**src/rtl/alu_mul_seq_if.sv**
```systemverilog
// rtl/alu_mul_seq_if.sv - requester-side start/ready/done bundle for alu_mul_seq
interface alu_mul_seq_if;
    logic        start;
    logic [15:0] a;
    logic [15:0] b;
    logic        ready;
    logic        done;
    logic [15:0] product;
    logic        zr;
    logic        ng;

    modport master (output start, a, b, input ready, done, product, zr, ng);
    modport slave  (input start, a, b, output ready, done, product, zr, ng);
endinterface

```
**src/rtl/alu_mul_seq.sv**
```systemverilog
// rtl/alu_mul_seq.sv - shift-and-add 16-bit multiplier that sequences an external ALU
module alu_mul_seq #(
    parameter int ITER       = 16,
    parameter bit EARLY_EXIT = 1'b0
) (
    input  logic        clk,
    input  logic        rst_n,
    alu_mul_seq_if.slave req,
    output logic [15:0] alu_x,
    output logic [15:0] alu_y,
    output logic        alu_zx,
    output logic        alu_nx,
    output logic        alu_zy,
    output logic        alu_ny,
    output logic        alu_f,
    output logic        alu_no,
    input  logic [15:0] alu_out,
    input  logic        alu_zr,
    input  logic        alu_ng
);
    localparam logic [1:0] S_IDLE = 2'd0;
    localparam logic [1:0] S_ADD  = 2'd1;
    localparam logic [1:0] S_DBL  = 2'd2;
    localparam logic [1:0] S_FLAG = 2'd3;

    // ALU control words ordered {zx,nx,zy,ny,f,no}
    localparam logic [5:0] C_ADD   = 6'b000010;
    localparam logic [5:0] C_PASSX = 6'b001100;
    localparam logic [5:0] C_ZERO  = 6'b101010;

    localparam logic [4:0]  CNT_LAST = 5'(ITER - 1);
    localparam logic [15:0] B_MASK   = 16'hFFFF >> (16 - ITER);

    logic [1:0]  state;
    logic [15:0] acc;
    logic [15:0] mcand;
    logic [15:0] mplier;
    logic [4:0]  cnt;
    logic        done_q;
    logic [15:0] product_q;
    logic        zr_q;
    logic        ng_q;
    logic [5:0]  ctrl;
    logic [15:0] mplier_shr;
    logic        last_iter;

    assign mplier_shr = {1'b0, mplier[15:1]};
    assign last_iter  = (cnt == CNT_LAST) || (EARLY_EXIT && (mplier_shr == 16'd0));

    assign req.ready   = (state == S_IDLE);
    assign req.done    = done_q;
    assign req.product = product_q;
    assign req.zr      = zr_q;
    assign req.ng      = ng_q;

    always_comb begin
        ctrl  = C_ZERO;
        alu_x = 16'd0;
        alu_y = 16'd0;
        case (state)
            S_ADD: begin
                alu_x = acc;
                if (mplier[0]) begin
                    ctrl  = C_ADD;
                    alu_y = mcand;
                end else begin
                    ctrl = C_PASSX;
                end
            end
            S_DBL: begin
                ctrl  = C_ADD;
                alu_x = mcand;
                alu_y = mcand;
            end
            S_FLAG: begin
                ctrl  = C_PASSX;
                alu_x = acc;
            end
            default: ;
        endcase
    end

    assign {alu_zx, alu_nx, alu_zy, alu_ny, alu_f, alu_no} = ctrl;

    always_ff @(posedge clk or negedge rst_n) begin
        if (!rst_n) begin
            state     <= S_IDLE;
            acc       <= 16'd0;
            mcand     <= 16'd0;
            mplier    <= 16'd0;
            cnt       <= 5'd0;
            done_q    <= 1'b0;
            product_q <= 16'd0;
            zr_q      <= 1'b1;
            ng_q      <= 1'b0;
        end else begin
            done_q <= 1'b0;
            case (state)
                S_IDLE: begin
                    if (req.start) begin
                        acc    <= 16'd0;
                        mcand  <= req.a;
                        mplier <= req.b & B_MASK;
                        cnt    <= 5'd0;
                        state  <= S_ADD;
                    end
                end
                S_ADD: begin
                    acc   <= alu_out;
                    state <= S_DBL;
                end
                S_DBL: begin
                    mcand  <= alu_out;
                    mplier <= mplier_shr;
                    cnt    <= cnt + 5'd1;
                    state  <= last_iter ? S_FLAG : S_ADD;
                end
                default: begin
                    product_q <= alu_out;
                    zr_q      <= alu_zr;
                    ng_q      <= alu_ng;
                    done_q    <= 1'b1;
                    state     <= S_IDLE;
                end
            endcase
        end
    end
endmodule
```
**src/flat_wrapper.sv**
```systemverilog
// flat-port wrapper written by rule: the top's interface ports become plain ports
module alu_mul_seq_flat 
#(
    parameter int ITER       = 16,
    parameter bit EARLY_EXIT = 1'b0
)
  (clk, rst_n, alu_x, alu_y, alu_zx, alu_nx, alu_zy, alu_ny, alu_f, alu_no, alu_out, alu_zr, alu_ng, req_start, req_a, req_b, req_ready, req_done, req_product, req_zr, req_ng);
  alu_mul_seq_if req_i ();
  input  logic clk;
  input  logic rst_n;
  output logic [15:0] alu_x;
  output logic [15:0] alu_y;
  output logic alu_zx;
  output logic alu_nx;
  output logic alu_zy;
  output logic alu_ny;
  output logic alu_f;
  output logic alu_no;
  input  logic [15:0] alu_out;
  input  logic alu_zr;
  input  logic alu_ng;
  input wire logic [$bits(req_i.start)-1:0] req_start;
  input wire logic [$bits(req_i.a)-1:0] req_a;
  input wire logic [$bits(req_i.b)-1:0] req_b;
  output wire logic [$bits(req_i.ready)-1:0] req_ready;
  output wire logic [$bits(req_i.done)-1:0] req_done;
  output wire logic [$bits(req_i.product)-1:0] req_product;
  output wire logic [$bits(req_i.zr)-1:0] req_zr;
  output wire logic [$bits(req_i.ng)-1:0] req_ng;
  assign req_i.start = req_start;
  assign req_i.a = req_a;
  assign req_i.b = req_b;
  assign req_ready = req_i.ready;
  assign req_done = req_i.done;
  assign req_product = req_i.product;
  assign req_zr = req_i.zr;
  assign req_ng = req_i.ng;
  alu_mul_seq #(.ITER(ITER), .EARLY_EXIT(EARLY_EXIT)) u_core (.clk(clk), .rst_n(rst_n), .req(req_i), .alu_x(alu_x), .alu_y(alu_y), .alu_zx(alu_zx), .alu_nx(alu_nx), .alu_zy(alu_zy), .alu_ny(alu_ny), .alu_f(alu_f), .alu_no(alu_no), .alu_out(alu_out), .alu_zr(alu_zr), .alu_ng(alu_ng));
endmodule
```
**config.mk**
```make
export PLATFORM = sky130hd
export DESIGN_NAME = alu_mul_seq_flat
export DESIGN_NICKNAME = d
export VERILOG_FILES = /design/src/rtl/alu_mul_seq_if.sv /design/src/rtl/alu_mul_seq.sv /design/src/flat_wrapper.sv
export SDC_FILE = /design/constraint.sdc
export NUM_CORES = 1
export LEC_CHECK = 0
export CORE_MARGIN = 8
export CORE_UTILIZATION = 35
export DETAILED_ROUTE_END_ITERATION = 8
export MAX_ROUTING_LAYER = met4
export SYNTH_ARGS = -nofsm -noshare
export SYNTH_HDL_FRONTEND = slang
export SYNTH_SLANG_ARGS = --single-unit
```
**constraint.sdc**
```tcl
create_clock -name clk -period 6.7 [get_ports clk]
set_clock_uncertainty 0.1 [all_clocks]
set_input_delay 2.01 -clock clk [delete_from_list [all_inputs] [get_ports clk]]
set_output_delay 2.01 -clock clk [all_outputs]
set_load 0.05 [all_outputs]
```
=== Word level (Yosys, flattened, before mapping) ===
Cells that the tools add are included.
Widths: inputs -> output; s select.

* Add/subtract/negate cells: 1
* Equality and inequality tests: 5
* Mux-type cells: 17
* Reductions and logical operators: 7

{| class="wikitable"
|+ Operator list
! operator !! count
|-
| $pmux 16 s2 || 5
|-
| $mux 16 || 4
|-
| $pmux 6 s3 || 1
|-
| $pmux 5 s2 || 1
|-
| $pmux 2 s3 || 1
|-
| $add 5x1->5 const B || 1
|-
| $eq 5x4->1 const B || 1
|-
| $mux 5 || 1
|-
| $eq 2x2->1 const B || 2
|-
| $mux 2 || 2
|-
| $mux 4 || 1
|-
| $reduce_and 2->1 || 2
|-
| $reduce_bool 2->1 || 2
|-
| $reduce_or 3->1 || 1
|-
| $eq 2x1->1 const B || 1
|-
| $logic_not 2->1 || 1
|-
| $ne 2x2->1 const B || 1
|-
| $reduce_or 2->1 || 1
|-
| $mux 1 || 1
|}

* Flip-flop bits (word level): 74
* Input port bits: 53
* Output and inout bits: 58
* Logic and storage cells: 39

=== Logic depth before layout (Yosys ltp) ===
* Word-level depth: 3
* Gate-level depth with buffers: 8
* Mapped depth without buffers: 5

=== Worst setup path after synthesis ===
OpenSTA, ideal clock, no wires.

* Path type: flip-flop to output port
* From: register u_core.state[0]
* To: output port alu_x[0]
* Data arrival time: 1915 ps
* Required time: 4590 ps
* Slack: 2675 ps
* Stages on the path, launching flop included: 8
* Path buffers: 3
* Cell sequence: dfrtp_1 inv_1 ha_1 buf_4 buf_6 buf_2 a22oi_1 nor2_1

* Cells in the longest elaborated chain, start to end: 3
* Elaborated cells between the ends (all ways): 5
* Those cells by class: eq/ne: 3; mux: 1; reduce/logical: 1

{| class="wikitable"
|+ Ends and longest elaborated chain
! element !! line !! text
|-
| start, declared || alu_mul_seq.sv:34 || <nowiki>logic [1:0] state;</nowiki>
|-
| start signal, assigned || alu_mul_seq.sv:116 || <nowiki>state <= last_iter ? S_FLAG : S_ADD;</nowiki>
|-
| $eq 2x2->1 or $eq 2x1->1 (tied branches) || alu_mul_seq.sv:60 || <nowiki>case (state)</nowiki>
|-
| $reduce_or 2->1 (no line) || n/a ||
|-
| $pmux 16 s2 * || alu_mul_seq.sv:60 ||
|-
| end, declared || flat_wrapper.sv:11 || <nowiki>output logic [15:0] alu_x;</nowiki>
|}

Every way passes the cells marked *; elsewhere a longest branch is shown, timed or not.

=== Worst setup path after layout ===
* From: register u_core.state[0]
* To: output port alu_y[1]

* Cells in the longest elaborated chain, start to end: 2
* Elaborated cells between the ends (all ways): 3
* Those cells by class: eq/ne: 2; mux: 1

{| class="wikitable"
|+ Ends and longest elaborated chain
! element !! line !! text
|-
| $eq 2x2->1 or $eq 2x1->1 (tied branches) || alu_mul_seq.sv:60 ||
|-
| $pmux 16 s2 * || alu_mul_seq.sv:60 ||
|-
| end, declared || flat_wrapper.sv:12 || <nowiki>output logic [15:0] alu_y;</nowiki>
|}

Marks and branches as above.

==> results.rst <==
.. list-table::
   :header-rows: 1

   * - Metric
     - Value
   * - Final critical path time including I/O delays and setup
     - 5.32 ns
   * - Hold Worst Slack
     - 0.383 ns
   * - Worst-case reg-to-reg path depth
     - 7
   * - Clock sink count
     - 74
   * - CTS H-tree lvls
     - 3
   * - Mean cell area of the mapped netlist
     - 10.3 um^2
   * - Endpoint type of the worst setup path
     - output port
   * - Critical path endpoint
     - alu_y[1]
   * - Deepest clock path buffer count
     - 2
   * - I/O pin cnt
     - 111
   * - First-pass GRT wire length
     - 16.3 mm
   * - Util after Layout
     - 47.5%
   * - Met2 routed wirelength
     - 4.74 mm
   * - Via density
     - 4.88
   * - Cell count after synthesis
     - 369
   * - Post-Layout Cell Count
     - 605
   * - Number of setup buffers added after CTS
     - 0
   * - Max FO, Critical Path
     - 27
   * - Worst-Skew Late Latency
     - 0.34 ns
   * - DIE WIDTH
     - 120 um
   * - RSZ-0062 raised after global routing
     - no
   * - Endpoint required time on the critical path
     - 4.59 ns
   * - Worst hold path class
     - reg2reg
   * - Setup crit start
     - u_core.state[0]
   * - Total wire length
     - 10.1 mm
   * - Fin nets
     - 522
   * - Hold Violations, Final
     - 0
   * - Num rows
     - 38
   * - Sum of met3 wire segment lengths after detailed routing
     - 596 um
   * - Number of buffers inserted by port buffering
     - 108
   * - Number of maximum-capacitance constraint violations
     - 0
   * - Number of antenna violations at the first check in global routing
     - 0
   * - Cell Pwr Density
     - 543 nW/um^2
   * - Clock transition at path regs
     - 0.07 ns
   * - Count of cells resized by post-cts repair
     - 0
   * - Clock tree from TritonCTS
     - done
   * - Detail Route Antenna Nets
     - 0
   * - Fraction of layout instances using a drive strength above 1
     - 13.1%
   * - Outcome
     - finished, final reports clean
   * - HPWL after detailed placement
     - 6.95 mm
   * - Initial Utilization
     - 35.5%
   * - Global-route congestion overflow total
     - 0
   * - Cts hold-fix bufs
     - 0
   * - Cell-internal power
     - 0.00140 W
   * - Max transition margin
     - 30.0%
   * - DRC errors left
     - 0
   * - Yosys reg bits
     - 74
   * - M1 WL
     - 4.55 mm
   * - Area added between synthesis and finish
     - 33.7%
   * - Critical path startpoint category
     - register
   * - Reg-to-reg startpoint
     - u_core.state[0]
   * - Std-Cell Core Area
     - 10700 um^2
   * - Vias in the first global route
     - 3192
   * - Number of library cell types mapped by synthesis
     - 39
   * - Leakage
     - 2.09 nW
   * - Post-synthesis cell area
     - 3800 um^2
   * - Switching part of the total power
     - 49.3%
   * - Part of the power in combinational logic
     - 59.2%
   * - Inst Count DP
     - 589
   * - Slew at the pin closest to its max-slew limit
     - 1.05 ns
   * - Clock power frac
     - 11.9%
   * - WS Path Type
     - reg2out
   * - Part of the Yosys area used for sequential elements
     - 48.7%
   * - Wire length per cell
     - 16.6 um
   * - Max IR drop VDD
     - 0.375 mV
   * - Ant. Diodes
     - 0
   * - Final critical-path share of the clock period
     - 79.4%
   * - Share of total power in sequential cells
     - 28.9%
   * - Die outline height
     - 120 um
   * - Worst-case register-to-register setup slack
     - 3.74 ns
   * - DR vias
     - 2955
   * - Sum Neg Setup Slack
     - 0 ns
   * - Clk Tree Root Cell
     - sky130_fd_sc_hd__clkbuf_8
   * - Cell Area, Placed
     - 4900 um^2
   * - Maximum number of pins on one net before global-route repair
     - 75
   * - Power spent charging and discharging nets
     - 0.00136 W
   * - Number of pins with negative max-slew slack in the final report
     - 0
   * - Number of search-and-repair iterations in the first detailed-routing pass
     - 4
   * - Inserted Clock Buffers
     - 9
   * - Top Layer Used
     - met4
   * - Die area
     - 14500 um^2
   * - Highest achievable clock rate
     - 188 MHz
   * - Setup Viol. Count Final
     - 0
   * - Non-Filler Cell Area, Final
     - 5080 um^2
   * - Data arrival time of the critical path
     - 3.21 ns
   * - Total of warnings raised by yosys
     - 0
   * - First-iteration detailed-routing DRC count
     - 122
   * - Overall global routing resource usage
     - 14.7%
   * - Final GP Congestion
     - 0.762
   * - Reg2Reg Capture Point
     - u_core.cnt[3]
power groups by stage:
stage	clock (W)	sequential (W)	combinational [W]
after floorplan	0	0.000976	0.00102
after detailed placement	0	0.000808	0.00166
final	0.000328	0.000798	0.00163
after global routing	0.000360	0.000826	0.00176
after global placement	0	0.000802	0.00164
after CTS	0.000340	0.000799	0.00166
per-layer routing:
| metal | track usage [%] | vias to the layer above |
|---|---|---|
| met1 | 17.5 | 1420 |
| li1 | - | 1438 |
| met3 | 4.24 | 17 |
| met5 | - | - |
| met2 | 23.3 | 80 |
| met4 | 5.46 | 0 |
through the flow:
stage / total power, W / worst slack (ns)
6_report: 0.00276 / 1.38
5_1_grt: 0.00295 / 1.19
4_1_cts: 0.00280 / 1.33
3_5_place_dp: 0.00247 / 1.72
3_3_place_gp: 0.00244 / 1.81
2_1_floorplan: 0.00200 / 2.67
cells by family after synthesis:
family / Yosys count / share of synthesized area (%)
buf+inv: 38 / 5.86
compound gates: 78 / 13.3
mux: 53 / 15.0
simple gates: 115 / 13.9
flops: 74 / 48.7
fa+ha+maj: 9 / 2.96
xor+xnor: 1 / 0.230
other cells: 1 / 0.0986
worst min path at each step:
stage | startpoint | to | depth (start not counted)
floorplan | u_core.acc[13] | u_core.acc[13] | 2
global placement | u_core.acc[4] | u_core.acc[4] | 2
detailed placement | u_core.acc[5] | u_core.acc[5] | 2
CTS | u_core.acc[6] | u_core.acc[6] | 2
global route | u_core.acc[3] | u_core.acc[3] | 2
finish | u_core.acc[14] | u_core.acc[14] | 2
registers in the layout (all words and copies together), names as in the netlist:
signal              cells
u_core.acc             16
u_core.cnt              5
u_core.mcand           16
u_core.mplier          16
u_core.req.done         1
u_core.req.ng           1
u_core.req.product     16
u_core.req.zr           1
u_core.state            2
area by class of cell:
class	instances	area (um^2)
inverters	7	26.3
repair buffers	110	1090
flip-flops and latches	74	1850
multi-input cells	258	1750
clock inverters	1	7.51
fillers	1065	5610
well taps	140	175
clock buffers	15	176
cell usage in the layout, fill, tap and decap left out, types with 5 or more instances in the layout:
| cell | n |
|---|---|
| sky130_fd_sc_hd__clkdlybuf4s50_1 | 107 |
| sky130_fd_sc_hd__dfrtp_1 | 73 |
| sky130_fd_sc_hd__nand2_1 | 59 |
| sky130_fd_sc_hd__mux2i_1 | 33 |
| sky130_fd_sc_hd__o21ai_0 | 25 |
| sky130_fd_sc_hd__nor2_1 | 19 |
| sky130_fd_sc_hd__mux2_2 | 18 |
| sky130_fd_sc_hd__a22oi_1 | 16 |
| sky130_fd_sc_hd__and2_1 | 16 |
| sky130_fd_sc_hd__o21ai_1 | 14 |
| sky130_fd_sc_hd__clkbuf_8 | 12 |
| sky130_fd_sc_hd__nand2_2 | 10 |
| sky130_fd_sc_hd__o21ai_2 | 10 |
| sky130_fd_sc_hd__ha_1 | 8 |
| sky130_fd_sc_hd__inv_1 | 7 |
| sky130_fd_sc_hd__a21oi_1 | 5 |
Yosys cell counts, drive strengths merged:
master | n | area [um^2]
dfrtp | 73 | 1830
nand2 | 69 | 284
o21ai | 49 | 283
mux2i | 35 | 367
buf | 24 | 164
nor2 | 19 | 71.3
mux2 | 18 | 203
a22oi | 17 | 133
and2 | 16 | 100
ha | 9 | 113
clkbuf | 7 | 32.5
inv | 7 | 26.3
a21oi | 5 | 25.0
nand2b | 3 | 18.8
and3 | 2 | 12.5
nand3 | 2 | 10.0
nor2b | 2 | 15.0
o211ai | 2 | 15.0
a211o | 1 | 8.76
a31oi | 1 | 6.26
a32o | 1 | 10.0
conb | 1 | 3.75
dfstp | 1 | 26.3
nand4b | 1 | 8.76
o221ai | 1 | 8.76
o41ai | 1 | 16.3
or2 | 1 | 6.26
xnor2 | 1 | 8.76
worst max-delay path: stages (launching register included):
cell and delay [ns]:
sky130_fd_sc_hd__dfrtp_1 0.47, sky130_fd_sc_hd__inv_1 0.23, sky130_fd_sc_hd__ha_4 0.42, sky130_fd_sc_hd__a21oi_1 0.09, sky130_fd_sc_hd__nor2b_2 0.58, sky130_fd_sc_hd__and2_1 0.24, sky130_fd_sc_hd__clkdlybuf4s50_1 0.82
(Power assumes the default switching activity.)
